$ cat src/rtl/fetch_unit.sv
// ---------------------------------------------------------------------------
// fetch_unit -- instruction fetch front end.
//
// Keeps a fetch PC and issues word requests to instruction memory. It buffers
// in-order responses as {pc, instr} pairs in a 2-entry FIFO. Each cycle that
// decode is not stalled, it hands one pair (or a NOP bubble) to decode. A
// redirect from execute flushes the FIFO and restarts fetch at a new address.
// Responses to requests that were in flight at the redirect are counted and
// discarded as they return.
//
// Optional feature: define FETCH_MISALIGN_TRAP_EN to flag a redirect to a
// non-word-aligned address. The flag raises misalign and blocks fetch until
// the next aligned redirect. Without the macro, the low two bits of
// redirect_pc are ignored and misalign is tied low.
//
// Parameters
//   RESET_PC     first fetch address after reset
// Ports
//   clk          clock, rising edge
//   rst          synchronous active-high reset
//   stall_d      decode stalled: hold pc_out/instr_out, do not pop
//   redirect     taken branch/jump, priority over stall_d
//   redirect_pc  new fetch address when redirect=1
//   imem_req     request valid (held with imem_addr until imem_gnt)
//   imem_addr    request word address
//   imem_gnt     request accepted this cycle
//   imem_rvalid  in-order response valid
//   imem_rdata   response instruction word
//   pc_out       registered PC to decode
//   instr_out    registered instruction to decode
//   misalign     registered misaligned-redirect flag
// ---------------------------------------------------------------------------
module fetch_unit #(
    parameter logic [31:0] RESET_PC = 32'h0000_0000
) (
    input  logic        clk,
    input  logic        rst,
    input  logic        stall_d,
    input  logic        redirect,
    input  logic [31:0] redirect_pc,
    output logic        imem_req,
    output logic [31:0] imem_addr,
    input  logic        imem_gnt,
    input  logic        imem_rvalid,
    input  logic [31:0] imem_rdata,
    output logic [31:0] pc_out,
    output logic [31:0] instr_out,
    output logic        misalign
);

    localparam logic [31:0] NOP       = 32'h0000_0013;
    // Ceiling on total in-flight requests, live plus to-be-discarded. It
    // only binds under back-to-back redirects against a slow memory. It
    // keeps the 3-bit counters from wrapping.
    localparam logic [2:0]  OUTST_MAX = 3'd6;

    // Fetch state
    logic [31:0] fetch_pc;     // address of the next request
    logic [31:0] resp_pc;      // pc belonging to the next kept response
    logic        req_hold;     // request raised last cycle but not granted
    logic        halt;         // fetch blocked by misaligned redirect

    // Response FIFO
    logic [31:0] fifo_pc    [0:1];
    logic [31:0] fifo_instr [0:1];
    logic        wr_ptr;
    logic        rd_ptr;
    logic [1:0]  count;

    // In-flight tracking
    logic [2:0]  outst;        // granted, response not yet returned
    logic [2:0]  drop;         // of those, responses still to discard
    logic [2:0]  outst_nxt;
    logic [2:0]  live;         // in flight and destined for the FIFO

    logic        fire;
    logic        accept;
    logic        pop;
    logic        credit_ok;
    logic [3:0]  credit;
    logic [31:0] target_pc;
    logic        target_bad;

    // ------------------------------------------------------------------
    // Redirect target handling
    // ------------------------------------------------------------------
`ifdef FETCH_MISALIGN_TRAP_EN
    assign target_pc  = redirect_pc;
    assign target_bad = |redirect_pc[1:0];

    always_ff @(posedge clk) begin
        if (rst)
            halt <= 1'b0;
        else if (redirect)
            halt <= target_bad;
    end

    assign misalign = halt;
`else
    logic unused_low_bits;
    assign unused_low_bits = ^redirect_pc[1:0];
    assign target_pc  = {redirect_pc[31:2], 2'b00};
    assign target_bad = 1'b0;
    assign halt       = target_bad;
    assign misalign   = 1'b0;
`endif

    // ------------------------------------------------------------------
    // Request side
    // ------------------------------------------------------------------
    assign live   = outst - drop;
    assign pop    = !redirect && !stall_d && (count != 2'd0);

    // A new request needs a FIFO slot that is free once this cycle's pop is
    // counted. Responses that will be discarded never reach the FIFO, so
    // they do not use a slot. Fetch can therefore restart right after a
    // redirect, even with old responses still pending.
    assign credit    = {2'b00, count} + {1'b0, live};
    assign credit_ok = credit < (4'd2 + {3'b000, pop});

    // Once raised, a request stays up until it is granted. The FIFO-slot
    // count cannot grow while it waits, so holding it up is always safe.
    assign imem_req  = !rst && !halt &&
                       (req_hold || (credit_ok && (outst < OUTST_MAX)));
    assign imem_addr = fetch_pc;
    assign fire      = imem_req && imem_gnt;

    assign outst_nxt = outst + {2'b00, fire} - {2'b00, imem_rvalid};

    // A response arriving in the redirect cycle is discarded with the rest.
    assign accept    = imem_rvalid && (drop == 3'd0) && !redirect;

    // ------------------------------------------------------------------
    // Sequential state
    // ------------------------------------------------------------------
    always_ff @(posedge clk) begin
        if (rst) begin
            fetch_pc  <= RESET_PC;
            resp_pc   <= RESET_PC;
            req_hold  <= 1'b0;
            outst     <= 3'd0;
            drop      <= 3'd0;
            wr_ptr    <= 1'b0;
            rd_ptr    <= 1'b0;
            count     <= 2'd0;
            pc_out    <= 32'h0000_0000;
            instr_out <= NOP;
        end else begin
            outst    <= outst_nxt;
            req_hold <= imem_req && !imem_gnt && !redirect;

            // Everything still in flight after this edge belongs to the old path.
            if (redirect)
                drop <= outst_nxt;
            else if (imem_rvalid && (drop != 3'd0))
                drop <= drop - 3'd1;

            if (redirect)
                fetch_pc <= target_pc;
            else if (fire)
                fetch_pc <= fetch_pc + 32'd4;

            // Kept responses return in order for consecutive addresses.
            if (redirect)
                resp_pc <= target_pc;
            else if (accept)
                resp_pc <= resp_pc + 32'd4;

            if (redirect) begin
                wr_ptr <= 1'b0;
                rd_ptr <= 1'b0;
                count  <= 2'd0;
            end else begin
                if (accept) begin
                    fifo_pc[wr_ptr]    <= resp_pc;
                    fifo_instr[wr_ptr] <= imem_rdata;
                    wr_ptr             <= ~wr_ptr;
                end
                if (pop)
                    rd_ptr <= ~rd_ptr;
                count <= count + {1'b0, accept} - {1'b0, pop};
            end

            if (redirect) begin
                instr_out <= NOP;
            end else if (!stall_d) begin
                if (pop) begin
                    pc_out    <= fifo_pc[rd_ptr];
                    instr_out <= fifo_instr[rd_ptr];
                end else begin
                    instr_out <= NOP;
                end
            end
        end
    end

endmodule

$ cat config.mk
export PLATFORM = sky130hd
export DESIGN_NAME = fetch_unit
export DESIGN_NICKNAME = d
export VERILOG_FILES = /design/src/rtl/fetch_unit.sv
export SDC_FILE = /design/constraint.sdc
export NUM_CORES = 1
export LEC_CHECK = 0
export ABC_AREA = 1
export BUFFER_PORTS_ARGS = -buffer_cell sky130_fd_sc_hd__buf_2
export CAP_MARGIN = 0
export CORE_ASPECT_RATIO = 1.4
export CORE_MARGIN = 2
export CORE_UTILIZATION = 40
export CTS_CLUSTER_SIZE = 30
export DETAILED_ROUTE_END_ITERATION = 8
export PLACE_DENSITY = 0.65
export SYNTH_ARGS = -nofsm -noshare
export SYNTH_HDL_FRONTEND = slang
export SYNTH_SLANG_ARGS = --single-unit
export TNS_END_PERCENT = 5
$ cat constraint.sdc
create_clock -name clk -period 10.2 [get_ports clk]
set_clock_uncertainty 0.05 [all_clocks]
set_input_delay 1.53 -clock clk [delete_from_list [all_inputs] [get_ports clk]]
set_output_delay 1.53 -clock clk [all_outputs]
set_load 0.005 [all_outputs]
==> results.toml, run 1 <==
[grt]
grt_start_max_net_pins = 93
overflow = 0
grt_pass1_wl_mm = 44.5
grt_pass1_vias = 8618
antenna_found_initial = 1
grtUsageTotal = 0.186

[route]
dr.pass1.iters = 5
drc_errors = 0
first_iter_violations = 519
ant_nets = 0
wl_per_cell_um = 15.2
wl_mm = 28.1
via_per_inst = 4.93
num_vias = 9147

[clock_network]
clock_sinks = 258
cts_resized = 0
postCtsSetupBuffers = 0
clkTransAtPathRegs_ps = 60
clk_latency_ps = 540
numCtsBuffers = 26
cts.path.max_buffers = 3
cts_max_level = 1
ctsHoldBuffers = 0
cts_root_buf = "clkbuf_16"
cts_tree = "built"

[timing]
fin_tns_setup_ps = 0
finalSetupViolCount = 0
final_hold_viol_count = 0
layout_setup_ws_ps = 5900
timing.final.crit_period_ps = 4300
grt_setup_unrepaired = "false"
holdWs_ps = 402
tightestPinTransition_ps = 1080
fmax_mhz = 233
slew_violations = 0
slew_headroom = 0.282
fin_crit_sh = 0.421

[die]
start_util = 0.404
fp-row-count = 73
die_height_um = 204
die_area_um2 = 29900
dieWidth_um = 147
ios = 168
placeableCoreArea_um2 = 28200

[layout]
final_cell_mix = "nand2_1 (458), buf_2 (160), dfxtp_1 (134)"
fin_area_um2 = 13300
nNetsFinal = 1544
layout-drive-gt1-share = 0.161
fillerInstances = 2714
areaGrowthSynthToFinish_pct = 17.1
final_util = 0.473
layout_commonest_cell = "nand2_1"

[critical_path]
path_max_fanout = 54
slowest_stage = "buf_4"
worstSetupPathType = "in2out"
slowest_delay_ps = 270
crit_chain = "buf_2 -> buf_4 -> nor2_2 -> nand3_1 -> a21oi_1 -> nand3_1 -> a21oi_1 -> buf_2"
cp.arrival_ps = 2720
worstPathRequired_ps = 8620
worstSetupStartpointType = "input pin"
end_kind = "output port"

[place]
port_buffers = 160
gp_congestion = 0.893
dp_hpwl_mm = 19.1
dp_slack_ps = 5650
place_area_um2 = 12400

[yosys]
synth_cells = 1317
ys.flop_type = "dfxtp_1"
seq_area_frac_synth = 0.562
synth.distinct_cells = 41
yosysWarnings = 0
synthArstFlopShare = 0
syn_avg_cell_area_um2 = 8.65
synth-edff-count = 124
syn-cell-area_um2 = 11400
ys_seq_elements = 258

[status]
status = "completed"

[run]
maxCapViolations = 0

[worst_hold_path]
hold_class = "reg2reg"

[pwr]
p_leak_nw = 5.31
powerDensity_nw_per_um2 = 190
irDropWorstVdd_uv = 130
-- cells by family after synthesis --
logic type / Yosys count / synth area share
compound gates: 196 / 0.0932
xor+xnor: 36 / 0.0277
simple gates: 678 / 0.244
fa+ha+maj: 15 / 0.0184
buf+inv: 133 / 0.0541
other cells: 1 / 0.000329
flops: 258 / 0.562
-- cells in the mapped netlist (12+ instances only) --
| cell | instances | area share |
|---|---|---|
| nand3_1 | 59 | 0.026 |
| a31oi_1 | 48 | 0.026 |
| nor2_1 | 109 | 0.036 |
| nand2_1 | 458 | 0.15 |
| o21ai_0 | 66 | 0.029 |
| dfxtp_1 | 134 | 0.24 |
| ha_1 | 12 | 0.013 |
| a21oi_1 | 73 | 0.032 |
| nor3_1 | 12 | 0.0053 |
| xnor2_1 | 13 | 0.010 |
| xor2_1 | 23 | 0.018 |
| clkbuf_1 | 36 | 0.012 |
| inv_1 | 66 | 0.022 |
| edfxtp_1 | 124 | 0.33 |
| buf_2 | 12 | 0.0053 |
-- critical path, delay by kind of cell --
kind | cells | cell delay [ps]
AO/OA/AOI/OAI | 2 | 290
buffers and inverters | 3 | 510
AND/OR/NAND/NOR | 3 | 370
-- area by class of cell --
cell class	count	area [µm²]	area share
diodes	1	2.50	0.000188
clock buffers	33	739	0.0554
clock inverters	14	153	0.0114
inverters	68	255	0.0191
multi-input cells	930	4400	0.330
flip-flops and latches	258	6410	0.480
well taps	375	469	0.0352
repair buffers	175	913	0.0685
-- per-stage QoR --
stage / total power (W) / std cells
finish: 0.00253 / 1854
global route: 0.00266 / 1854
CTS: 0.00256 / 1853
detailed placement: 0.00156 / 1806
global placement: 0.00155 / 1806
floorplan: 0.00146 / 1321
-- worst paths after layout --
path | startpoint | endpoint | slack (ps) | cells after the start
max reg2reg | outst[0] | drop[2] | 6220 | 19
min | instr_out[30] | instr_out[30] | 400 | 2
max | redirect | imem_req | 5900 | 8
min reg2reg | instr_out[30] | instr_out[30] | 400 | 2
-- registers in the layout, indices dropped and copies added (netlist names), named ones only --
register,flops
wr_ptr,1
imem_addr,30
drop,3
fifo_instr,64
outst,3
pc_out,30
count,2
rd_ptr,1
req_hold,1
resp_pc,30
fifo_pc,60
instr_out,32
-- layer usage --
| layer | GRT usage | routed length [µm] | up-vias |
|---|---|---|---|
| met3 | 0.0235 | 1450 | 63 |
| met1 | 0.228 | 11700 | 4185 |
| met4 | 0.0898 | 1230 | 0 |
| met2 | 0.325 | 13700 | 261 |
| li1 | - | - | 4638 |
| met5 | 0 | 0 | - |
-- power by group --
group          internal (W)  leakage [nW]  switching (W)  total [W]
Sequential          0.00115          2.22      0.0000550    0.00121
Combinational      0.000121          2.65       0.000218   0.000339
Clock              0.000589         0.434       0.000398   0.000987
Note: power is estimated with default switching activity, not from simulation.
==> inputs of run 2 (changes only) <==
- ABC_AREA: 1 -> 0
- PLACE_DENSITY: 0.65 -> 0.66
- clock period: 10.2 -> 4.25 ns (I/O delays scaled with it)
==> results.toml, run 2 <==
[status]
status = "completed"

[timing]
timing.final.crit_period_ps = 3630
tightestPinTransition_ps = 1180
fin_tns_setup_ps = 0
grt_setup_unrepaired = "false"
finalSetupViolCount = 0
fmax_mhz = 275
slew_violations = 0
slew_headroom = 0.209
holdWs_ps = 249
layout_setup_ws_ps = 619
final_hold_viol_count = 0
fin_crit_sh = 0.854

[critical_path]
startpoint = "outst[0]"
worstSetupPathType = "reg2out"
end_kind = "output port"
path_max_fanout = 7
cp.arrival_ps = 2940
worstPathRequired_ps = 3560
worstSetupStartpointType = "flip-flop"
timing.rr.start = "outst[0]"

[pwr]
p_clk_frac = 0.387
pwr-share-comb = 0.153
p_leak_nw = 4.57
p_switching_w = 0.00163
p_sw_frac = 0.262
powerDensity_nw_per_um2 = 488
irDropWorstVdd_uv = 261
p_seq_frac = 0.460
internal_power_w = 0.00459

[grt]
grt_use_met1 = 0.211
grt.met3_usage = 0.0259
busiest_layer = "met2"
grtUsageTotal = 0.174
antenna_found_initial = 1
use_met2 = 0.314
overflow = 0
grt_start_max_net_pins = 93
grt_pass1_wl_mm = 39.0
grt_pass1_vias = 7549

[place]
port_buffers = 160
dp_hpwl_mm = 16.5
gp_congestion = 0.806
dp_slack_ps = 619
place_area_um2 = 11800

[die]
placeableCoreArea_um2 = 26300
die_area_um2 = 28100
start_util = 0.408
fp-row-count = 70
dieWidth_um = 142
ios = 168
die_height_um = 198

[worst_hold_path]
holdCritStartpoint = "imem_rdata[8]"
hold_class = "in2reg"

[yosys]
synth.distinct_cells = 66
seq_area_frac_synth = 0.598
yosysWarnings = 0
syn-cell-area_um2 = 10700
synth.most_common_cell = "dfxtp_1"
synth_top_area_frac = 0.347
ys_seq_elements = 258
synth_top_cell_by_area = "edfxtp_1"
synth_common_cells = "dfxtp_1 (134), edfxtp_1 (124), nor2_1 (95)"
syn_avg_cell_area_um2 = 11.6
synth-edff-count = 124
synthArstFlopShare = 0
synth_cells = 921
ys.flop_type = "dfxtp_1"
synthTopCellsByArea = "edfxtp_1 (35%), dfxtp_1 (25%), mux2i_1 (3.5%)"

[clock_network]
cts_max_level = 1
clkTransAtPathRegs_ps = 70
clock_sinks = 258
cts.path.max_buffers = 3
cts_tree = "built"
ctsHoldBuffers = 0
cts_root_buf = "clkbuf_16"
postCtsSetupBuffers = 0
cts_resized = 0
clk_latency_ps = 530
numCtsBuffers = 26

[route]
ant_nets = 0
first_iter_violations = 338
wl_mm = 24.8
num_vias = 7629
via_per_inst = 5.41
dr.pass1.iters = 4
wl_per_cell_um = 17.6
drc_errors = 0

[layout]
final_util = 0.485
top_regs = "fifo_instr x64, fifo_pc x60, instr_out x32"
largest_reg_flops = 64
nNetsFinal = 1149
layout_commonest_cell = "buf_2"
top_register = "fifo_instr"
layout-drive-gt1-share = 0.242
areaGrowthSynthToFinish_pct = 18.8
final_cell_mix = "buf_2 (160), dfxtp_1 (133), edfxtp_1 (124)"
fin_area_um2 = 12700

[run]
maxCapViolations = 0
## run 2: cell types whose count changed in the layout (fill, tap and decap cells not counted), sizes merged, moves of 30 or more
cell / previous run / this run
a21oi: 73 / 21
o21ai: 67 / 9
nand3: 61 / 25
nand2: 467 / 58
mux2i: 0 / 37
a22oi: 0 / 30
inv: 68 / 29
a211oi: 0 / 42
mux2: 0 / 30
a31oi: 48 / 10
## run 2: worst max-delay path, cell delays in order, from the launching register on
cell,delay [ps]
dfxtp_1,330
inv_1,50
ha_1,180
inv_1,70
fa_1,470
fa_1,470
o21ba_2,230
o41ai_4,80
o21ai_1,140
buf_4,190
nor2_1,80
buf_2,130
## run 2: area by class of cell
| cell class | count | area, µm² |
|---|---|---|
| clock inverters | 14 | 195 |
| well taps | 324 | 405 |
| flip-flops and latches | 258 | 6410 |
| clock buffers | 34 | 722 |
| repair buffers | 174 | 931 |
| diodes | 1 | 2.50 |
| inverters | 28 | 105 |
| multi-input cells | 576 | 3970 |
| fillers | 2399 | 13500 |
## run 2: through the flow
step | total power [W] | instances
floorplan | 0.00356 | 925
global placement | 0.00383 | 1360
detailed placement | 0.00387 | 1360
CTS | 0.00628 | 1408
global route | 0.00648 | 1409
finish | 0.00622 | 1409
## run 2: power groups by stage
stage                     clock network (W)  logic, W  registers [W]
after floorplan                           0  0.000675        0.00289
after global placement                    0  0.000928        0.00291
after detailed placement                  0  0.000956        0.00291
after CTS                           0.00246  0.000961        0.00286
after global routing                0.00256   0.00105        0.00288
final                               0.00241  0.000953        0.00286
## run 2: layer usage
metal,routed length [µm],vias up,part of all wire
met4,645,0,0.026
met2,12500,217,0.50
li1,-,3698,-
met5,0,-,0
met1,10300,3669,0.42
met3,1370,45,0.055
## run 2: logic make-up after synthesis
logic type      Yosys count  share of synthesized area
compound gates          178                      0.125
xor+xnor                 33                     0.0283
fa+ha+maj                15                     0.0196
buf+inv                  91                     0.0349
flops                   258                      0.598
mux                      67                     0.0661
other cells               1                   0.000350
simple gates            278                      0.128
## run 2: path summary, 6_finish.rpt
kind / slack, ps / to / cells after the start
max: 620 / imem_req / 11
min: 250 / fifo_instr[0][8] / 1
max reg2reg: 630 / drop[2] / 16
min reg2reg: 420 / instr_out[0] / 2
